**src/rtl/pointwise_psum_collector.sv**
```systemverilog
// Accumulates pointwise partial sums across input-channel groups, then ReLU/saturates
// finished pixels into a show-ahead output FIFO.
module pointwise_psum_collector #(
    parameter int DATA_WIDTH             = 16,
    parameter int INCHANNEL_PARALLELISM  = 8,
    parameter int OUTCHANNEL_PARALLELISM = 8,
    parameter int MAX_OUT_CHANNEL        = 128,
    parameter int ACC_WIDTH              = 20,
    parameter int FIFO_DEPTH             = 4
) (
    input  logic                                         clk,
    input  logic                                         rst_n,
    input  logic [7:0]                                   input_channel,
    input  logic [7:0]                                   output_channel,
    input  logic [7:0]                                   output_size,
    input  logic                                         relu_en,
    input  logic                                         in_valid,
    input  logic [DATA_WIDTH*OUTCHANNEL_PARALLELISM-1:0] in_feature,
    input  logic [7:0]                                   in_ic_sel,
    input  logic [7:0]                                   in_oc_sel,
    input  logic [7:0]                                   in_h,
    input  logic [7:0]                                   in_w,
    output logic                                         out_valid,
    input  logic                                         out_ready,
    output logic [DATA_WIDTH*OUTCHANNEL_PARALLELISM-1:0] out_feature,
    output logic [7:0]                                   out_oc_sel,
    output logic [7:0]                                   out_h,
    output logic [7:0]                                   out_w,
    output logic                                         frame_done,
    output logic                                         overflow_err,
    output logic                                         proto_err
);
    localparam int DW     = DATA_WIDTH;
    localparam int ICP    = INCHANNEL_PARALLELISM;
    localparam int OCP    = OUTCHANNEL_PARALLELISM;
    localparam int FW     = DW * OCP;
    localparam int GROUPS = MAX_OUT_CHANNEL / OCP;
    localparam int GW     = $clog2(GROUPS);
    localparam int OW     = $clog2(OCP);
    localparam int AW     = $clog2(FIFO_DEPTH);
    localparam int CW     = AW + 1;

    localparam logic signed [ACC_WIDTH:0] ACC_HI = (ACC_WIDTH+1)'((1 << (ACC_WIDTH-1)) - 1);
    localparam logic signed [ACC_WIDTH:0] ACC_LO = ~ACC_HI;
    localparam logic signed [ACC_WIDTH:0] DW_HI  = (ACC_WIDTH+1)'((1 << (DW-1)) - 1);
    localparam logic signed [ACC_WIDTH:0] DW_LO  = ~DW_HI;

    typedef struct packed {
        logic [FW-1:0] feature;
        logic [7:0]    oc_sel;
        logic [7:0]    h;
        logic [7:0]    w;
    } entry_t;

    logic signed [ACC_WIDTH-1:0] acc [GROUPS][OCP];
    logic [GROUPS-1:0]           open_q;
    logic [GW-1:0]               g;
    logic                        beat_ok;
    logic                        last_ic;
    logic signed [ACC_WIDTH:0]   wide [OCP];
    logic signed [ACC_WIDTH:0]   fin [OCP];
    logic signed [ACC_WIDTH-1:0] acc_next [OCP];
    logic [FW-1:0]               final_data;

    logic                        stage_valid;
    entry_t                      stage_entry;
    entry_t                      mem [FIFO_DEPTH];
    entry_t                      head;
    logic [AW-1:0]               wr_ptr;
    logic [AW-1:0]               rd_ptr;
    logic [CW-1:0]               count;
    logic                        push;
    logic                        pop;
    logic                        full;
    logic                        push_ok;
    logic                        head_last;

    // wide[] is exact (one guard bit), so the ACC and DW clamps see the true sum.
    always_comb begin
        g          = in_oc_sel[OW +: GW];
        beat_ok    = in_valid && ({1'b0, in_oc_sel} < 9'(MAX_OUT_CHANNEL));
        last_ic    = ({1'b0, input_channel} <= 9'(ICP)) ||
                     ({1'b0, in_ic_sel} >= ({1'b0, input_channel} - 9'(ICP)));
        final_data = '0;
        for (int i = 0; i < OCP; i++) begin
            wide[i] = (ACC_WIDTH+1)'($signed(in_feature[DW*i +: DW]));
            if (in_ic_sel != 8'd0)
                wide[i] = wide[i] + (ACC_WIDTH+1)'(acc[g][i]);
            if (wide[i] > ACC_HI)
                acc_next[i] = ACC_HI[ACC_WIDTH-1:0];
            else if (wide[i] < ACC_LO)
                acc_next[i] = ACC_LO[ACC_WIDTH-1:0];
            else
                acc_next[i] = wide[i][ACC_WIDTH-1:0];
            fin[i] = (relu_en && wide[i][ACC_WIDTH]) ? '0 : wide[i];
            if (fin[i] > DW_HI)
                fin[i] = DW_HI;
            else if (fin[i] < DW_LO)
                fin[i] = DW_LO;
            final_data[DW*i +: DW] = fin[i][DW-1:0];
        end
    end

    // Accumulator contents are don't-care until a group is opened by an ic_sel==0 beat.
    always_ff @(posedge clk) begin
        if (beat_ok) begin
            for (int i = 0; i < OCP; i++)
                acc[g][i] <= acc_next[i];
        end
    end

    // Output handshake: the head entry is offered while out_valid is high and is held
    // unchanged until the cycle where out_valid && out_ready, which consumes it.
    assign head      = mem[rd_ptr];
    assign out_valid = (count != '0);
    assign out_feature = head.feature;
    assign out_oc_sel  = head.oc_sel;
    assign out_h       = head.h;
    assign out_w       = head.w;

    assign push      = stage_valid;
    assign pop       = out_valid && out_ready;
    assign full      = (count == CW'(FIFO_DEPTH));
    assign push_ok   = push && (!full || pop);
    assign head_last = (head.h == output_size - 8'd1) && (head.w == output_size - 8'd1) &&
                       ((output_channel <= 8'(OCP)) ||
                        ({1'b0, head.oc_sel} >= ({1'b0, output_channel} - 9'(OCP))));

    always_ff @(posedge clk or negedge rst_n) begin
        if (!rst_n) begin
            open_q       <= '0;
            proto_err    <= 1'b0;
            overflow_err <= 1'b0;
            frame_done   <= 1'b0;
            stage_valid  <= 1'b0;
            stage_entry  <= '0;
            wr_ptr       <= '0;
            rd_ptr       <= '0;
            count        <= '0;
            for (int i = 0; i < FIFO_DEPTH; i++)
                mem[i] <= '0;
        end else begin
            if (in_valid && !beat_ok)
                proto_err <= 1'b1;
            if (beat_ok) begin
                if (in_ic_sel != 8'd0 && !open_q[g])
                    proto_err <= 1'b1;
                if (last_ic)
                    open_q[g] <= 1'b0;
                else if (in_ic_sel == 8'd0)
                    open_q[g] <= 1'b1;
            end
            stage_valid <= beat_ok && last_ic;
            stage_entry <= '{feature: final_data, oc_sel: in_oc_sel, h: in_h, w: in_w};

            if (push_ok) begin
                mem[wr_ptr] <= stage_entry;
                wr_ptr      <= wr_ptr + AW'(1);
            end
            if (push && full && !pop)
                overflow_err <= 1'b1;
            if (pop)
                rd_ptr <= rd_ptr + AW'(1);
            count      <= count + CW'(push_ok) - CW'(pop);
            frame_done <= pop && head_last;
        end
    end
endmodule

```
**config.mk**
```make
export PLATFORM = sky130hd
export DESIGN_NAME = pointwise_psum_collector
export DESIGN_NICKNAME = d
export VERILOG_FILES = /design/src/rtl/pointwise_psum_collector.sv
export SDC_FILE = /design/constraint.sdc
export NUM_CORES = 2
export LEC_CHECK = 0
export BUFFER_PORTS_ARGS = -buffer_cell sky130_fd_sc_hd__buf_2
export CORE_UTILIZATION = 35
export DETAILED_ROUTE_END_ITERATION = 6
export SLEW_MARGIN = 20
export SYNTH_ARGS = -nofsm -noshare
export SYNTH_HDL_FRONTEND = slang
export SYNTH_SLANG_ARGS = --single-unit
```
**constraint.sdc**
```tcl
create_clock -name clk -period 5.18 [get_ports clk]
set_input_delay 0.777 -clock clk [delete_from_list [all_inputs] [get_ports clk]]
set_output_delay 0.777 -clock clk [all_outputs]
set_load 0.02 [all_outputs]
```
==> flow_metrics.env <==
export IMPL_die_w_um=634
export IMPL_num_fill_cells=34400
export IMPL_numCtsBuffers=345
export IMPL_crit_required_ps=5940
export IMPL_yosys_cell_types_count=92
export IMPL_num_io_pins=345
export IMPL_fmax_mhz=201
export IMPL_timing_final_crit_share=0.960
export IMPL_grt_overflow=0
export IMPL_ys_seq_area_frac=0.691
export IMPL_finalNonFillerCells=14100
export IMPL_worstSetupPathType="in -> reg"
export IMPL_dp_hpwl_mm=235
export IMPL_portBuffers=344
export IMPL_syn_area_per_cell_um2=19.1
export IMPL_drtPass1Iterations=7
export IMPL_rsz0062_at_grt="no"
export IMPL_fin_nets=8939
export IMPL_drc=2
export IMPL_grt_pass1_wl_mm=551
export IMPL_antenna_found_initial=72
export IMPL_track_usage=0.186
export IMPL_clockBufferDepth=4
export IMPL_drive_above_1_share=0.391
export IMPL_grt_max_degree=132
export IMPL_cp_max_fo=14
export IMPL_report_final_hold_viol_count=0
export IMPL_detail_route_wl_per_cell_um=26.9
export IMPL_layout_min_cycle_time_ps=4980
export IMPL_numClockSinks=3347
export IMPL_leakage_nw=59.5
export IMPL_timing_hold_ws_ps=135
export IMPL_power_density_nw_per_um2=483
export IMPL_coreArea_um2=397000
export IMPL_rows=231
export IMPL_ir_drop_v=0.000336
export IMPL_synth_edf_count=2560
export IMPL_violations="design-rule violations"
export IMPL_setup_tns_ps=0
export IMPL_vias_per_cell=5.39
export IMPL_max_slew_margin=0.276
export IMPL_ys_ff_latch=3347
export IMPL_dpl_worst_slack_ps=-766
export IMPL_finalSetupViolations=0
export IMPL_drt_iter0_drc=6491
export IMPL_gp_congestion=0.898
export IMPL_ys_warn_count=0
export IMPL_design_area_um2=168000
export IMPL_worst_slew_pin_slew_ps=1090
export IMPL_endpoint_kind="flop"
export IMPL_wirelength_mm=379
export IMPL_clkLatencyLatePin_ps=970
export IMPL_grt_pass1_vias=79200
export IMPL_status="complete, but fails checks"
export IMPL_postPlaceCellArea_um2=156000
export IMPL_synth_top_flop_cell="edfxtp_1"
export IMPL_die_h_um=634
export IMPL_h_tree_depth=5
export IMPL_async_flop_share=0.235
export IMPL_area_growth_synth_to_final_pct=20.0
export IMPL_clockRootBuffer="clkbuf_16"
export IMPL_drv_cap=0
export IMPL_synthesis_area_um2=140000
export IMPL_skew_ps=55.1
export IMPL_hp_class="in -> reg"
export IMPL_dieArea_um2=402000
export IMPL_vias=76100
export IMPL_synthCells=7306
export IMPL_setup_ws_ps=205
export IMPL_postCtsHoldBufs=20
export IMPL_ant_nets=0
export IMPL_finalMaxSlewViolations=0
export IMPL_multiInputGateArea_um2=41500
export IMPL_seq_area_um2=96600
export IMPL_cts_resized=0
export IMPL_synth_nets=7689
export IMPL_cp_arrival_ps=5740
export IMPL_cp_start_kind="input pin"
export IMPL_clkTransAtPathRegs_ps=60
export IMPL_tritoncts="yes"
export IMPL_placed_cells=13400
export IMPL_start_util=0.352
export IMPL_post_cts_setup_buffers=0
[cells in the mapped netlist, drive strengths merged, types with 15 or more instances]
cell type  count  area share
a211oi        30      0.0018
a21o          74      0.0040
a21oi        210      0.0078
a31oi         22     0.00098
and2          22     0.00099
and3          20     0.00090
buf          125      0.0041
clkbuf       266      0.0071
dfrtp        787        0.14
edfxtp      2560        0.55
ha           185       0.017
inv           86      0.0023
maj3          29      0.0021
mux2         612       0.049
mux2i         26      0.0019
mux4         957        0.15
nand2        181      0.0049
nand2b        28      0.0013
nand3         41      0.0015
nand4         23      0.0010
nor2         190      0.0051
nor2b         27      0.0013
nor3          38      0.0014
o21a          33      0.0018
o21ai        358       0.013
o21bai        15     0.00081
o22ai         15     0.00067
o31ai         18      0.0012
or2           15     0.00067
or3           18     0.00081
xnor2         65      0.0041
xor2          49      0.0031
[power by group]
part	internal [mW]	total, mW	leakage [nW]	switching, mW
clock	14.9	25.4	5.68	10.6
sequential	34.4	36.3	32.3	1.93
combinational	8.49	19.2	21.5	10.7
[metrics by stage]
step                 util  total power [mW]
global placement    0.393              55.3
global route        0.423              84.3
detailed placement  0.393              56.2
floorplan               -              47.6
finish              0.423              80.9
CTS                 0.423              81.7
[kinds of logic after synthesis]
group | count (synthesis) | synth area share
xor gates and xnor gates | 114 | 0.00715
adders and majority gates | 223 | 0.0199
buffers and inverters | 477 | 0.0136
and+or+nand+nor | 643 | 0.0221
DFF | 3347 | 0.691
muxes | 1595 | 0.205
AOI/OAI and AO/OA | 907 | 0.0408
[registers in the layout, indices dropped and copies added (netlist names), 2 cells and up, named ones only]
register	cells
mem	608
acc	2560
count	3
stage_entry	152
wr_ptr	2
rd_ptr	2
[worst max-delay path: stages]
cell and delay, ps:
buf_8 300, buf_12 240, buf_12 160, buf_12 160, mux4_2 500, mux4_2 480, ha_1 310, a21o_1 210
a21o_1 200, a2111oi_0 480, nor2_1 140, a311o_1 330, and3_1 160, nor2_1 130, a41oi_1 190, buf_4 230
buf_4 150, o21ai_1 450
[layout make-up]
cell class | instances | area share
Timing Repair Buffer | 1294 | 0.0656
Sequential cell | 3347 | 0.576
Clock inverter | 198 | 0.0138
Antenna cell | 22 | 0.000328
Tap cell | 5242 | 0.0391
Inverter | 86 | 0.00192
Clock buffer | 444 | 0.0560
Multi-Input combinational cell | 3482 | 0.248
[cells in the final DEF (no fill, tap or decap), drive strengths merged, types with 38 or more instances in the layout]
cell type and count:
edfxtp 2560, dfrtp 787, nand3 41, ha 185, mux2 612, clkbuf 444
xnor2 65, nor2 190, mux4 957, xor2 49, o21ai 358, a21oi 210
nand2 181, bufinv 39, nor3 38, inv 103, a21o 74, clkinv 121
buf 1274
[metal layers]
metal,GRT usage,part of all wire
met1,0.255,0.43
met2,0.310,0.49
met3,0.0274,0.060
met4,0.0536,0.027
met5,0,0.00039
[final timing paths]
kind	start	endpoint	slack [ps]	cells after the start
max in group asynchronous	rst_n	stage_entry[59]	3220	3
worst min-delay path	in_oc_sel[4]	stage_entry[20]	140	1
worst max register to register	acc[12][60]	stage_entry[102]	510	16
worst max-delay path	in_oc_sel[3]	stage_entry[102]	200	18
worst min register to register	overflow_err	overflow_err	470	1
min in group asynchronous	rst_n	stage_entry[101]	460	2
Power figures use the tool's default switching activity.
